--- src/rtl/control_pkg.sv ---
// Purpose: shared widths, branch-target constants and select helpers for the control unit.
// Latency: none (types, constants and pure functions only).
// Backpressure: not applicable.
package control_pkg;

  localparam int STEP_W = 8;
  localparam int NSTEPS = 256;

  // Fixed microstep entry points reachable through the one-hot signals select.
  localparam logic [STEP_W-1:0] TGT_0  = 8'd0;
  localparam logic [STEP_W-1:0] TGT_9  = 8'd9;
  localparam logic [STEP_W-1:0] TGT_17 = 8'd17;
  localparam logic [STEP_W-1:0] TGT_19 = 8'd19;
  localparam logic [STEP_W-1:0] TGT_41 = 8'd41;
  localparam logic [STEP_W-1:0] TGT_49 = 8'd49;

  // Bit positions inside signals that select the targets above.
  localparam int SIG_B15 = 15;
  localparam int SIG_B14 = 14;
  localparam int SIG_B13 = 13;
  localparam int SIG_B12 = 12;
  localparam int SIG_B11 = 11;
  localparam int SIG_B10 = 10;

  localparam int SEL_W = SIG_B15 - SIG_B10 + 1;

  // Which source feeds the step register this cycle.
  typedef enum logic [2:0] {
    ACT_RESET,
    ACT_HOLD,
    ACT_OPR,
    ACT_ADR,
    ACT_SIG,
    ACT_INC
  } step_act_e;

  // Priority encoder over the select field; the highest set bit wins, none set gives TGT_0.
  // sel[SEL_W-1] corresponds to signals bit 15.
  function automatic logic [STEP_W-1:0] enc_target(input logic [SEL_W-1:0] sel);
    logic [STEP_W-1:0] tgt;
    if (sel[SIG_B15 - SIG_B10])      tgt = TGT_0;
    else if (sel[SIG_B14 - SIG_B10]) tgt = TGT_9;
    else if (sel[SIG_B13 - SIG_B10]) tgt = TGT_17;
    else if (sel[SIG_B12 - SIG_B10]) tgt = TGT_19;
    else if (sel[SIG_B11 - SIG_B10]) tgt = TGT_41;
    else if (sel[SIG_B10 - SIG_B10]) tgt = TGT_49;
    else                             tgt = TGT_0;
    return tgt;
  endfunction

  // A well-formed select has exactly one bit set.
  function automatic logic sel_is_onehot(input logic [SEL_W-1:0] sel);
    return $onehot(sel);
  endfunction

endpackage

--- src/rtl/step_decoder.sv ---
// Purpose: 8-to-256 one-hot decoder turning the current microstep into the T vector.
// Latency: purely combinational, zero cycles.
// Backpressure: none; output follows the input step.
module step_decoder
  import control_pkg::*;
(
  input  logic [STEP_W-1:0] step,
  output logic [NSTEPS-1:0] T
);

  // Exactly one T bit is set: the one indexed by step.
  always_comb begin
    T       = '0;
    T[step] = 1'b1;
  end

endmodule

--- src/rtl/step_sequencer.sv ---
// Purpose: microprogram sequencer; holds the microstep, picks the next one from branch strobes.
// Latency: one cycle from strobe sample to new step/T; T is decoded from the register only.
// Backpressure: hold freezes the step; strobes masked by hold or higher priority are dropped.
module step_sequencer
  import control_pkg::*;
(
  input  logic              clk,
  input  logic              rst,
  input  logic              hold,
  input  logic              bropr,
  input  logic              bradr,
  input  logic              bruncnd,
  input  logic              brcnd,
  input  logic [15:0]       signals,
  input  logic [STEP_W-1:0] opr_target,
  input  logic [STEP_W-1:0] adr_target,
  output logic [STEP_W-1:0] step,
  output logic [NSTEPS-1:0] T,
  output logic              sel_err
);

  logic [STEP_W-1:0] step_q, step_d;
  logic              sel_err_q, sel_err_d;
  step_act_e         act;
  logic [SEL_W-1:0]  sel;
  logic [STEP_W-1:0] sig_target;
  logic              sel_bad;

  // Low signals bits are reserved; fold them away so they do not look like dropped logic.
  logic unused_sig;
  assign unused_sig = ^signals[SIG_B10-1:0];

  assign sel        = signals[SIG_B15:SIG_B10];
  assign sig_target = enc_target(sel);
  assign sel_bad    = !sel_is_onehot(sel);

  // Resolve the next-step source in fixed priority order.
  always_comb begin
    act = ACT_INC;
    if (rst)                    act = ACT_RESET;
    else if (hold)              act = ACT_HOLD;
    else if (bropr)             act = ACT_OPR;
    else if (bradr)             act = ACT_ADR;
    else if (bruncnd || brcnd)  act = ACT_SIG;
    else                        act = ACT_INC;
  end

  // Next-step mux and sticky select-error update; increment wraps naturally at 8 bits.
  always_comb begin
    step_d    = step_q + 8'd1;
    sel_err_d = sel_err_q;
    unique case (act)
      ACT_RESET: begin
        step_d    = TGT_0;
        sel_err_d = 1'b0;
      end
      ACT_HOLD:  step_d = step_q;
      ACT_OPR:   step_d = opr_target;
      ACT_ADR:   step_d = adr_target;
      ACT_SIG: begin
        step_d = sig_target;
        if (sel_bad) sel_err_d = 1'b1;
      end
      ACT_INC:   step_d = step_q + 8'd1;
      default:   step_d = step_q + 8'd1;
    endcase
  end

  // Step and error registers; synchronous reset.
  always_ff @(posedge clk) begin
    if (rst) begin
      step_q    <= '0;
      sel_err_q <= 1'b0;
    end else begin
      step_q    <= step_d;
      sel_err_q <= sel_err_d;
    end
  end

  assign step    = step_q;
  assign sel_err = sel_err_q;

  step_decoder u_step_decoder (
    .step (step_q),
    .T    (T)
  );

endmodule

--- config.mk ---
export PLATFORM = sky130hd
export DESIGN_NAME = step_sequencer
export DESIGN_NICKNAME = d
export VERILOG_FILES = /design/src/rtl/control_pkg.sv /design/src/rtl/step_decoder.sv /design/src/rtl/step_sequencer.sv
export SDC_FILE = /design/constraint.sdc
export NUM_CORES = 1
export LEC_CHECK = 0
export CORE_AREA = 4 4 115 117
export CTS_CLUSTER_DIAMETER = 30
export DETAILED_ROUTE_END_ITERATION = 10
export DIE_AREA = 0 0 119 121
export SLEW_MARGIN = 30
export SYNTH_ARGS = -nofsm -noshare
export SYNTH_HDL_FRONTEND = slang
export SYNTH_SLANG_ARGS = --single-unit
--- constraint.sdc ---
create_clock -name clk -period 7.25 [get_ports clk]
set_clock_uncertainty 0.15 [all_clocks]
set_input_delay 0.725 -clock clk [delete_from_list [all_inputs] [get_ports clk]]
set_output_delay 0.725 -clock clk [all_outputs]
set_load 0.1 [all_outputs]
==> results.json, run 1 <==
{
  "post-route-min-period_ns": 4.30,
  "n_fill_cell": 1314,
  "die-area_um2": 14400,
  "syn_area_um2": 2140,
  "wl_per_cell_um": 18.8,
  "p_leak_nw": 1.60,
  "avgSynthCellArea_um2": 4.85,
  "drv_cap": 0,
  "io_pins": 304,
  "path_cells": "ha_1, nand3_1, nand2b_1, nor3b_1, clkdlybuf4s50_1",
  "multi_input_area_um2": 1760,
  "rows": 41,
  "drc": 0,
  "synth.area.mux_share_pct": 0,
  "syn_nets": 489,
  "run_status": "completed",
  "grt_overflow": 0,
  "die_w_um": 119,
  "syn2layout_area_growth_pct": 144,
  "diodes": 0,
  "htreeDepth": 1,
  "nNetsFinal": 746,
  "postRouteAntennaNets": 0,
  "ys_ff_latch": 9,
  "hold_end": "sel_err$_SDFFE_PP0P_",
  "start_kind": "flop",
  "cts-hold-fix-buffers": 0,
  "drt_iter0_markers": 311,
  "r2r-end": "step[6]$_SDFFE_PP0P_",
  "ir_worst_vdd_uv": 82.5,
  "worstRegToRegCells": 5,
  "holdPathStages": 2,
  "hold_viol_final": 0,
  "power.clock.fraction_pct": 28.9,
  "setup_tns_ns": 0,
  "grt_antenna_before_repair": 0,
  "ys_types": 39,
  "synth-xor-area-share_pct": 0,
  "seq_area_um2": 180,
  "ctsResizeCount": 0,
  "reg2reg_slack_ns": 4.66,
  "rsz0062_at_grt": "no",
  "worstReg2RegStart": "step[0]$_SDFFE_PP0P_",
  "switching_share_pct": 49.4,
  "worstMarginPinSlew_ns": 1.03,
  "max_stage_delay_ns": 1.17,
  "critical-path-top-delay-family": "simple AND/OR/NAND/NOR gates",
  "crit_required_ns": 6.38,
  "grt_pass1_wl_um": 23300,
  "relSlewSlack_pct": 30.9,
  "cts-buffers-inserted": 3,
  "holdWs_ns": 0.347,
  "highest_layer": "met4",
  "crit_slowest_cell": "clkdlybuf4s50_1",
  "met2WireLength_um": 8350,
  "period_share_pct": 59.3,
  "grt_max_degree": 23,
  "clock_latency_ns": 0.23,
  "yosysWarnings": 0,
  "wl_met1_um": 6390,
  "detailed_place_hpwl_um": 12500,
  "cp-end-kind": "output pin",
  "die_h_um": 121,
  "layout_commonest_cell": "clkdlybuf4s50_1",
  "maxSlewViolCount": 0,
  "clockBufferDepth": 2,
  "worstHoldStart": "sel_err$_SDFFE_PP0P_",
  "most-common-layout-cells": "clkdlybuf4s50_1, nor2_1, nand2_1, inv_1, nand3_1",
  "synthCells": 440,
  "final-setup-viol-count": 0,
  "hold_class": "reg2reg",
  "synth_seq_area_share_pct": 8.44,
  "fmax_ghz": 0.233,
  "wl_met3_um": 1260,
  "internal_power_mw": 0.173,
  "path_clk_slew_ns": 0.04,
  "crit_arrival_ns": 3.42,
  "synthAdderAreaFrac_pct": 6.91,
  "track_usage_pct": 20.8,
  "synth_top_family_by_area": "simple AND/OR/NAND/NOR gates",
  "io_buffer_count": 293,
  "p_switching_mw": 0.168,
  "synth-compound-area-share_pct": 11.3,
  "grt_pass1_vias": 3706,
  "clock_sinks": 9,
  "path_max_fanout": 15,
  "root_buffer": "clkbuf_16",
  "coreArea_um2": 12400,
  "num_vias": 3940,
  "synthSimpleGateAreaFrac_pct": 64.0,
  "viasPerCell": 4.54,
  "drive_gt1_share_pct": 1.44,
  "combPwrFrac_pct": 53.3,
  "worst-path-buf-inv": 1,
  "cts_tree": "done",
  "crit_type": "reg2out",
  "cts_setup_buffers": 0,
  "start_util_pct": 17.3,
  "drt-total-wl_um": 16400,
  "powerDensity_nw_per_um2": 65.5,
  "gp_congestion": 0.861,
  "dr.pass1.iters": 5,
  "p_seq_share_pct": 17.8
}
cells by family after synthesis:
| family | after synthesis |
|---|---|
| fa+ha+maj | 10 |
| buf+inv | 53 |
| compound gates | 34 |
| simple gates | 334 |
| flops | 9 |
layout make-up:
type / instances / share of cell area, %
Timing Repair Buffer: 294 / 56.3
Multi-Input combinational cell: 378 / 33.8
Tap cell: 172 / 4.14
Sequential cell: 9 / 3.46
Clock buffer: 4 / 1.52
Inverter: 11 / 0.794
per-layer routing:
| metal | global-route usage [%] | up-vias |
|---|---|---|
| li1 | - | 1894 |
| met1 | 23.6 | 1804 |
| met2 | 39.3 | 215 |
| met3 | 4.48 | 27 |
| met4 | 5.14 | 0 |
| met5 | 0 | - |
through the flow:
step	util (%)	setup slack [ns]	cells	total power, mW	instance area, um^2
3_3_place_gp	41.5	3.26	864	0.240	5130
6_report	42.1	2.95	868	0.341	5200
3_5_place_dp	41.4	3.18	864	0.243	5120
4_1_cts	42.1	2.93	868	0.342	5200
2_1_floorplan	-	2.26	440	0.183	2140
5_1_grt	42.1	2.69	868	0.356	5200
sequential cells by signal, summed over array words and instances (netlist names):
signal / count
step: 8
sel_err: 1
synth_stat cells, drive strengths merged:
| cell type | instances | area share [%] |
|---|---|---|
| a31oi | 4 | 1.2 |
| a222oi | 1 | 0.47 |
| nand2 | 28 | 4.9 |
| a21o | 1 | 0.35 |
| o21ai | 3 | 0.70 |
| a211oi | 3 | 1.1 |
| and4 | 1 | 0.41 |
| nand4 | 1 | 0.29 |
| fa | 3 | 2.8 |
| o221a | 1 | 0.53 |
| o32ai | 2 | 0.82 |
| nor4b | 1 | 0.41 |
| o22ai | 1 | 0.29 |
| dfxtp | 9 | 8.4 |
| nor3b | 2 | 0.70 |
| clkbuf | 42 | 7.4 |
| o31ai | 1 | 0.35 |
| nor4 | 1 | 0.29 |
| and2 | 1 | 0.29 |
| or3 | 2 | 0.59 |
| o31a | 2 | 0.82 |
| ha | 7 | 4.1 |
| or4b | 2 | 0.94 |
| a211o | 1 | 0.41 |
| nand3 | 10 | 2.3 |
| nand2b | 4 | 1.2 |
| a221oi | 2 | 0.82 |
| or4 | 2 | 0.88 |
| or2 | 1 | 0.29 |
| inv | 11 | 1.9 |
| nor2 | 263 | 46 |
| nand4b | 1 | 0.41 |
| nor2b | 7 | 2.1 |
| nor3 | 6 | 1.4 |
| a22oi | 2 | 0.70 |
| a21oi | 9 | 2.1 |
| and3b | 1 | 0.41 |
| a2111oi | 1 | 0.70 |
worst register-to-register path: cells and delay by family (launching register included):
family	cells	cell delay, ns
AO/OA/AOI/OAI	2	0.55
flip-flops	1	0.46
adder cells (fa/ha/maj)	1	0.31
AND/OR/NAND/NOR	2	1.01
power groups by stage:
stage	clock, mW	combinational (mW)	sequential (mW)
6_report	0.0985	0.182	0.0608
3_5_place_dp	0	0.182	0.0613
3_3_place_gp	0	0.180	0.0610
2_1_floorplan	0	0.103	0.0804
4_1_cts	0.0987	0.183	0.0606
5_1_grt	0.103	0.191	0.0621
worst max path at each step:
stage                         start  endpoint  depth (start not counted)
2_1_floorplan  step[0]$_SDFFE_PP0P_    T[191]                          4
3_3_place_gp   step[0]$_SDFFE_PP0P_    T[191]                          5
3_5_place_dp   step[0]$_SDFFE_PP0P_    T[191]                          5
4_1_cts        step[0]$_SDFFE_PP0P_    T[191]                          5
5_1_grt        step[0]$_SDFFE_PP0P_    T[191]                          5
6_report       step[0]$_SDFFE_PP0P_    T[191]                          5
Power figures use the tool's default switching activity.
==> run 2: changes to the inputs <==
--- a/config.mk
+++ b/config.mk
@@ -5,10 +5,10 @@
 export SDC_FILE = /design/constraint.sdc
 export NUM_CORES = 1
 export LEC_CHECK = 0
-export CORE_AREA = 4 4 115 117
+export CORE_AREA = 4 4 116 118
 export CTS_CLUSTER_DIAMETER = 30
 export DETAILED_ROUTE_END_ITERATION = 10
-export DIE_AREA = 0 0 119 121
+export DIE_AREA = 0 0 120 122
 export SLEW_MARGIN = 30
 export SYNTH_ARGS = -nofsm -noshare
 export SYNTH_HDL_FRONTEND = slang
==> constraint.sdc (replaced) <==
create_clock -name clk -period 4.2 [get_ports clk]
set_clock_uncertainty 0.15 [all_clocks]
set_input_delay 0.42 -clock clk [delete_from_list [all_inputs] [get_ports clk]]
set_output_delay 0.42 -clock clk [all_outputs]
set_load 0.1 [all_outputs]
==> run 2 against run 1 <==
  * Power grew 72%
  * Cell area shrank 12%
  * Critical path depth grew 6
  * Non-clock buffer count grew 2
  * Final cell count grew 0.23%
  * Utilization shrank 5.2 points
  * First-iteration DRC count grew 14%
  * Sequential power grew 74%
  * Sequential cell count is the same
  * Sequential share of layout area grew 0.45 points
  * Clock power grew 75%
  * Largest cell class unchanged
  * Highest routed layer unchanged
==> results.json, run 2 (synthesized netlist as in run 1, its figures left out) <==
{
  "power.total_mw": 0.586,
  "instances_no_fill": 870,
  "switching_share_pct": 49.7,
  "cp-end-kind": "flop",
  "num_vias": 3966,
  "crit_arrival_ns": 2.95,
  "wl_per_cell_um": 18.4,
  "drc": 0,
  "track_usage_pct": 19.9,
  "cts-buffers-inserted": 3,
  "path_clk_slew_ns": 0.04,
  "hold_class": "reg2reg",
  "crit_type": "in2reg",
  "rsz0062_at_grt": "no",
  "grt_antenna_before_repair": 0,
  "layout_commonest_cell": "nor2_1",
  "die_w_um": 120,
  "cts_tree": "done",
  "diodes": 0,
  "hold_viol_final": 0,
  "p_seq_share_pct": 18.0,
  "die_h_um": 122,
  "die-area_um2": 14600,
  "worstMarginPinSlew_ns": 1.01,
  "p_switching_mw": 0.292,
  "p_leak_nw": 2.14,
  "clockBufferDepth": 2,
  "grt_pass1_vias": 3652,
  "postRouteAntennaNets": 0,
  "drv_cap": 0,
  "relSlewSlack_pct": 32.6,
  "htreeDepth": 1,
  "grt_max_degree": 23,
  "fmax_ghz": 0.334,
  "maxSlewViolCount": 0,
  "utilization_pct": 36.9,
  "detailed_place_hpwl_um": 12000,
  "clock_sinks": 9,
  "dp_cells": 866,
  "io_buffer_count": 293,
  "internal_power_mw": 0.295,
  "dpl_worst_slack_ns": 0.946,
  "dr.pass1.iters": 5,
  "cts-hold-fix-buffers": 0,
  "holdWs_ns": 0.391,
  "drive_gt1_share_pct": 38.5,
  "syn2layout_area_growth_pct": 115,
  "grt_pass1_wl_um": 22500,
  "crit_required_ns": 4.16,
  "design_area_um2": 4600,
  "power.clock.fraction_pct": 29.3,
  "powerDensity_nw_per_um2": 127,
  "most-common-layout-cells": "nor2_1, buf_4, clkdlybuf4s50_1, nand2_1, inv_1",
  "start_kind": "input pin",
  "reg2reg_slack_ns": 1.66,
  "combPwrFrac_pct": 52.7,
  "io_pins": 304,
  "path_max_fanout": 2,
  "nNetsFinal": 748,
  "largest_reg_flops": 8,
  "drt_iter0_markers": 356,
  "period_share_pct": 71.3,
  "start_util_pct": 17.1,
  "root_buffer": "clkbuf_16",
  "viasPerCell": 4.56,
  "post-route-min-period_ns": 2.99,
  "drt-total-wl_um": 16000,
  "run_status": "completed",
  "rows": 41,
  "coreArea_um2": 12500,
  "grt_overflow": 0,
  "gp_congestion": 0.864,
  "layout_setup_ws_ns": 1.21,
  "ctsResizeCount": 0,
  "setup_tns_ns": 0,
  "place_area_um2": 4520,
  "cts_setup_buffers": 0,
  "final-setup-viol-count": 0,
  "ir_worst_vdd_uv": 88.0,
  "clock_latency_ns": 0.24
}
==> run 2: critical path: stages <==
cell and delay (ns):
clkdlybuf4s50_1 0.48, inv_1 0.07, fa_1 0.49, fa_1 0.49, inv_1 0.04, ha_1 0.18
fa_1 0.42, nor2_1 0.11, nand2_1 0.06, a21oi_1 0.13, nor2_1 0.05
==> run 2: final timing paths <==
check | from | end | cells past startpoint
max | signals[10] | sel_err$_SDFFE_PP0P_ | 11
min reg2reg | sel_err$_SDFFE_PP0P_ | sel_err$_SDFFE_PP0P_ | 2
max reg2reg | step[6]$_SDFFE_PP0P_ | step[7]$_SDFFE_PP0P_ | 4
min | sel_err$_SDFFE_PP0P_ | sel_err$_SDFFE_PP0P_ | 2
==> run 2: area by class of cell <==
cell class | count | area [um^2]
multi-input cells | 378 | 1770
well taps | 172 | 215
flip-flops and latches | 9 | 180
inverters | 11 | 41.3
repair buffers | 296 | 2310
clock buffers | 4 | 78.8
fillers | 1384 | 7860
==> run 2: power groups by stage <==
stage	logic, mW	registers [mW]	clock network (mW)
after floorplan	0.178	0.139	0
after global placement	0.308	0.106	0
after detailed placement	0.308	0.106	0
after CTS	0.309	0.105	0.174
after global routing	0.329	0.107	0.180
final	0.309	0.106	0.172
==> run 2: layer usage <==
layer	part of all wire, %	routed length [um]	global-route usage, %
met1	38	6110	23.8
met2	50	8000	36.5
met5	0	0	0
met3	9.3	1480	3.67
met4	2.4	386	5.23
==> run 3: changes to the inputs <==
==> constraint.sdc (replaced) <==
create_clock -name clk -period 2.9 [get_ports clk]
set_clock_uncertainty 0.15 [all_clocks]
set_input_delay 0.29 -clock clk [delete_from_list [all_inputs] [get_ports clk]]
set_output_delay 0.29 -clock clk [all_outputs]
set_load 0.1 [all_outputs]
==> run 3 against run 2 <==
  * Register-to-register slack got worse by 0.76 ns
  * Global-route usage rose by 5.0 points
  * Largest power group unchanged
  * First-iteration DRC count fell by 39%
  * Highest routed layer unchanged
==> results.json, run 3 (synthesized netlist as in run 1, its figures left out) <==
{
  "maxSlewViolCount": 0,
  "utilization_pct": 72.9,
  "worstReg2RegStart": "step[0]$_SDFFE_PP0P_",
  "drc": 0,
  "rsz0062_at_grt": "no",
  "crit_slowest_cell": "nand3_1",
  "rows": 41,
  "cts-buffers-inserted": 3,
  "io_buffer_count": 293,
  "final-setup-viol-count": 0,
  "holdPathStages": 2,
  "nNetsFinal": 785,
  "reg2reg_slack_ns": 0.90,
  "die_h_um": 122,
  "grt_max_degree": 22,
  "ir_worst_vdd_uv": 205,
  "cp-end-kind": "output pin",
  "htreeDepth": 1,
  "worstHoldStart": "sel_err$_SDFFE_PP0P_",
  "crit_type": "reg2out",
  "dpl_worst_slack_ns": -0.237,
  "drv_cap": 0,
  "root_buffer": "clkbuf_16",
  "worstRegToRegCells": 5,
  "grt_overflow": 0,
  "cts-hold-fix-buffers": 0,
  "fmax_ghz": 0.383,
  "crit_start": "step[0]$_SDFFE_PP0P_",
  "run_status": "completed",
  "cts_tree": "done",
  "clockBufferDepth": 2,
  "period_share_pct": 90.1,
  "drive_gt1_share_pct": 78.9,
  "syn2layout_area_growth_pct": 326,
  "layout_setup_ws_ns": 0.288,
  "dp_cells": 903,
  "grt_pass1_vias": 4176,
  "instances_no_fill": 907,
  "dr.pass1.iters": 4,
  "powerDensity_nw_per_um2": 109,
  "hold_end": "sel_err$_SDFFE_PP0P_",
  "viasPerCell": 4.60,
  "die-area_um2": 14600,
  "hold_class": "reg2reg",
  "max_stage_delay_ns": 0.46,
  "drt_iter0_markers": 218,
  "hold_viol_final": 0,
  "path_clk_slew_ns": 0.04,
  "worstMarginPinSlew_ns": 0.642,
  "coreArea_um2": 12500,
  "io_pins": 304,
  "r2r-end": "step[6]$_SDFFE_PP0P_",
  "num_vias": 4170,
  "grt_antenna_before_repair": 0,
  "clock_latency_ns": 0.23,
  "clock_sinks": 9,
  "p_leak_nw": 3.02,
  "diodes": 0,
  "path_cells": "inv_1, ha_1, nand3_1, buf_4, nor2_2, buf_12",
  "relSlewSlack_pct": 57.1,
  "post-route-min-period_ns": 2.61,
  "grt_pass1_wl_um": 28000,
  "detailed_place_hpwl_um": 16000,
  "die_w_um": 120,
  "postRouteAntennaNets": 0,
  "crit_required_ns": 2.46,
  "wl_per_cell_um": 20.9,
  "most-common-layout-cells": "buf_12, nor2_2, nor2_4, buf_4, nand2_1",
  "track_usage_pct": 24.9,
  "start_util_pct": 17.1,
  "drt-total-wl_um": 18900,
  "start_kind": "flop",
  "path_max_fanout": 10,
  "design_area_um2": 9090,
  "setup_tns_ns": 0,
  "crit_arrival_ns": 2.17,
  "place_area_um2": 9000,
  "largest_reg_flops": 8,
  "layout_commonest_cell": "buf_12",
  "gp_congestion": 0.933
}
-- run 3: what timing repair did --
action	CTS	global route
endpoints found under the setup margin	0	1
resized for setup	0	7
setup buffers	0	0
endpoints found under the hold margin	0	0
-- run 3: per-stage QoR --
stage | hold WS [ns] | total power [mW]
final | 0.347 | 0.995
after global routing | 0.375 | 1.04
after CTS | 0.334 | 0.998
after detailed placement | 0.322 | 0.752
after global placement | 0.309 | 0.742
after floorplan | 0.280 | 0.535
-- run 3: cell type report --
type | instances | area, um^2
clock buffers | 4 | 78.8
fillers | 898 | 3380
inverters | 11 | 41.3
multi-input cells | 378 | 2770
flip-flops and latches | 9 | 195
well taps | 172 | 215
repair buffers | 333 | 5790
-- run 3: routing by layer --
layer	vias up	GRT usage, %	part of all wire, %
li1	1985	-	-
met1	1955	28.0	37
met2	210	48.1	54
met3	20	5.11	7.2
met4	0	4.87	1.8
met5	-	0	0
-- run 3: worst max-delay path, delay by kind of cell, from the launching register on --
family / cells / cell delay [ns]
flip-flops: 1 / 0.36
AND/OR/NAND/NOR: 2 / 0.64
adder cells (fa/ha/maj): 1 / 0.22
buffers and inverters: 3 / 0.70
-- run 3: worst max-delay path by stage --
stage | end | slack (ns) | cells past startpoint
floorplan | T[192] | -0.27 | 4
global placement | sel_err$_SDFFE_PP0P_ | -0.19 | 11
detailed placement | sel_err$_SDFFE_PP0P_ | -0.24 | 11
CTS | sel_err$_SDFFE_PP0P_ | 0.003 | 11
global route | T[174] | 0.20 | 6
finish | T[174] | 0.29 | 6
-- run 3: power breakdown --
| part | internal, mW | switching [mW] | leakage (nW) |
|---|---|---|---|
| logic | 0.177 | 0.418 | 2.91 |
| clock network | 0.184 | 0.0613 | 0.0382 |
| registers | 0.134 | 0.0217 | 0.0776 |
| total | 0.494 | 0.501 | 3.02 |
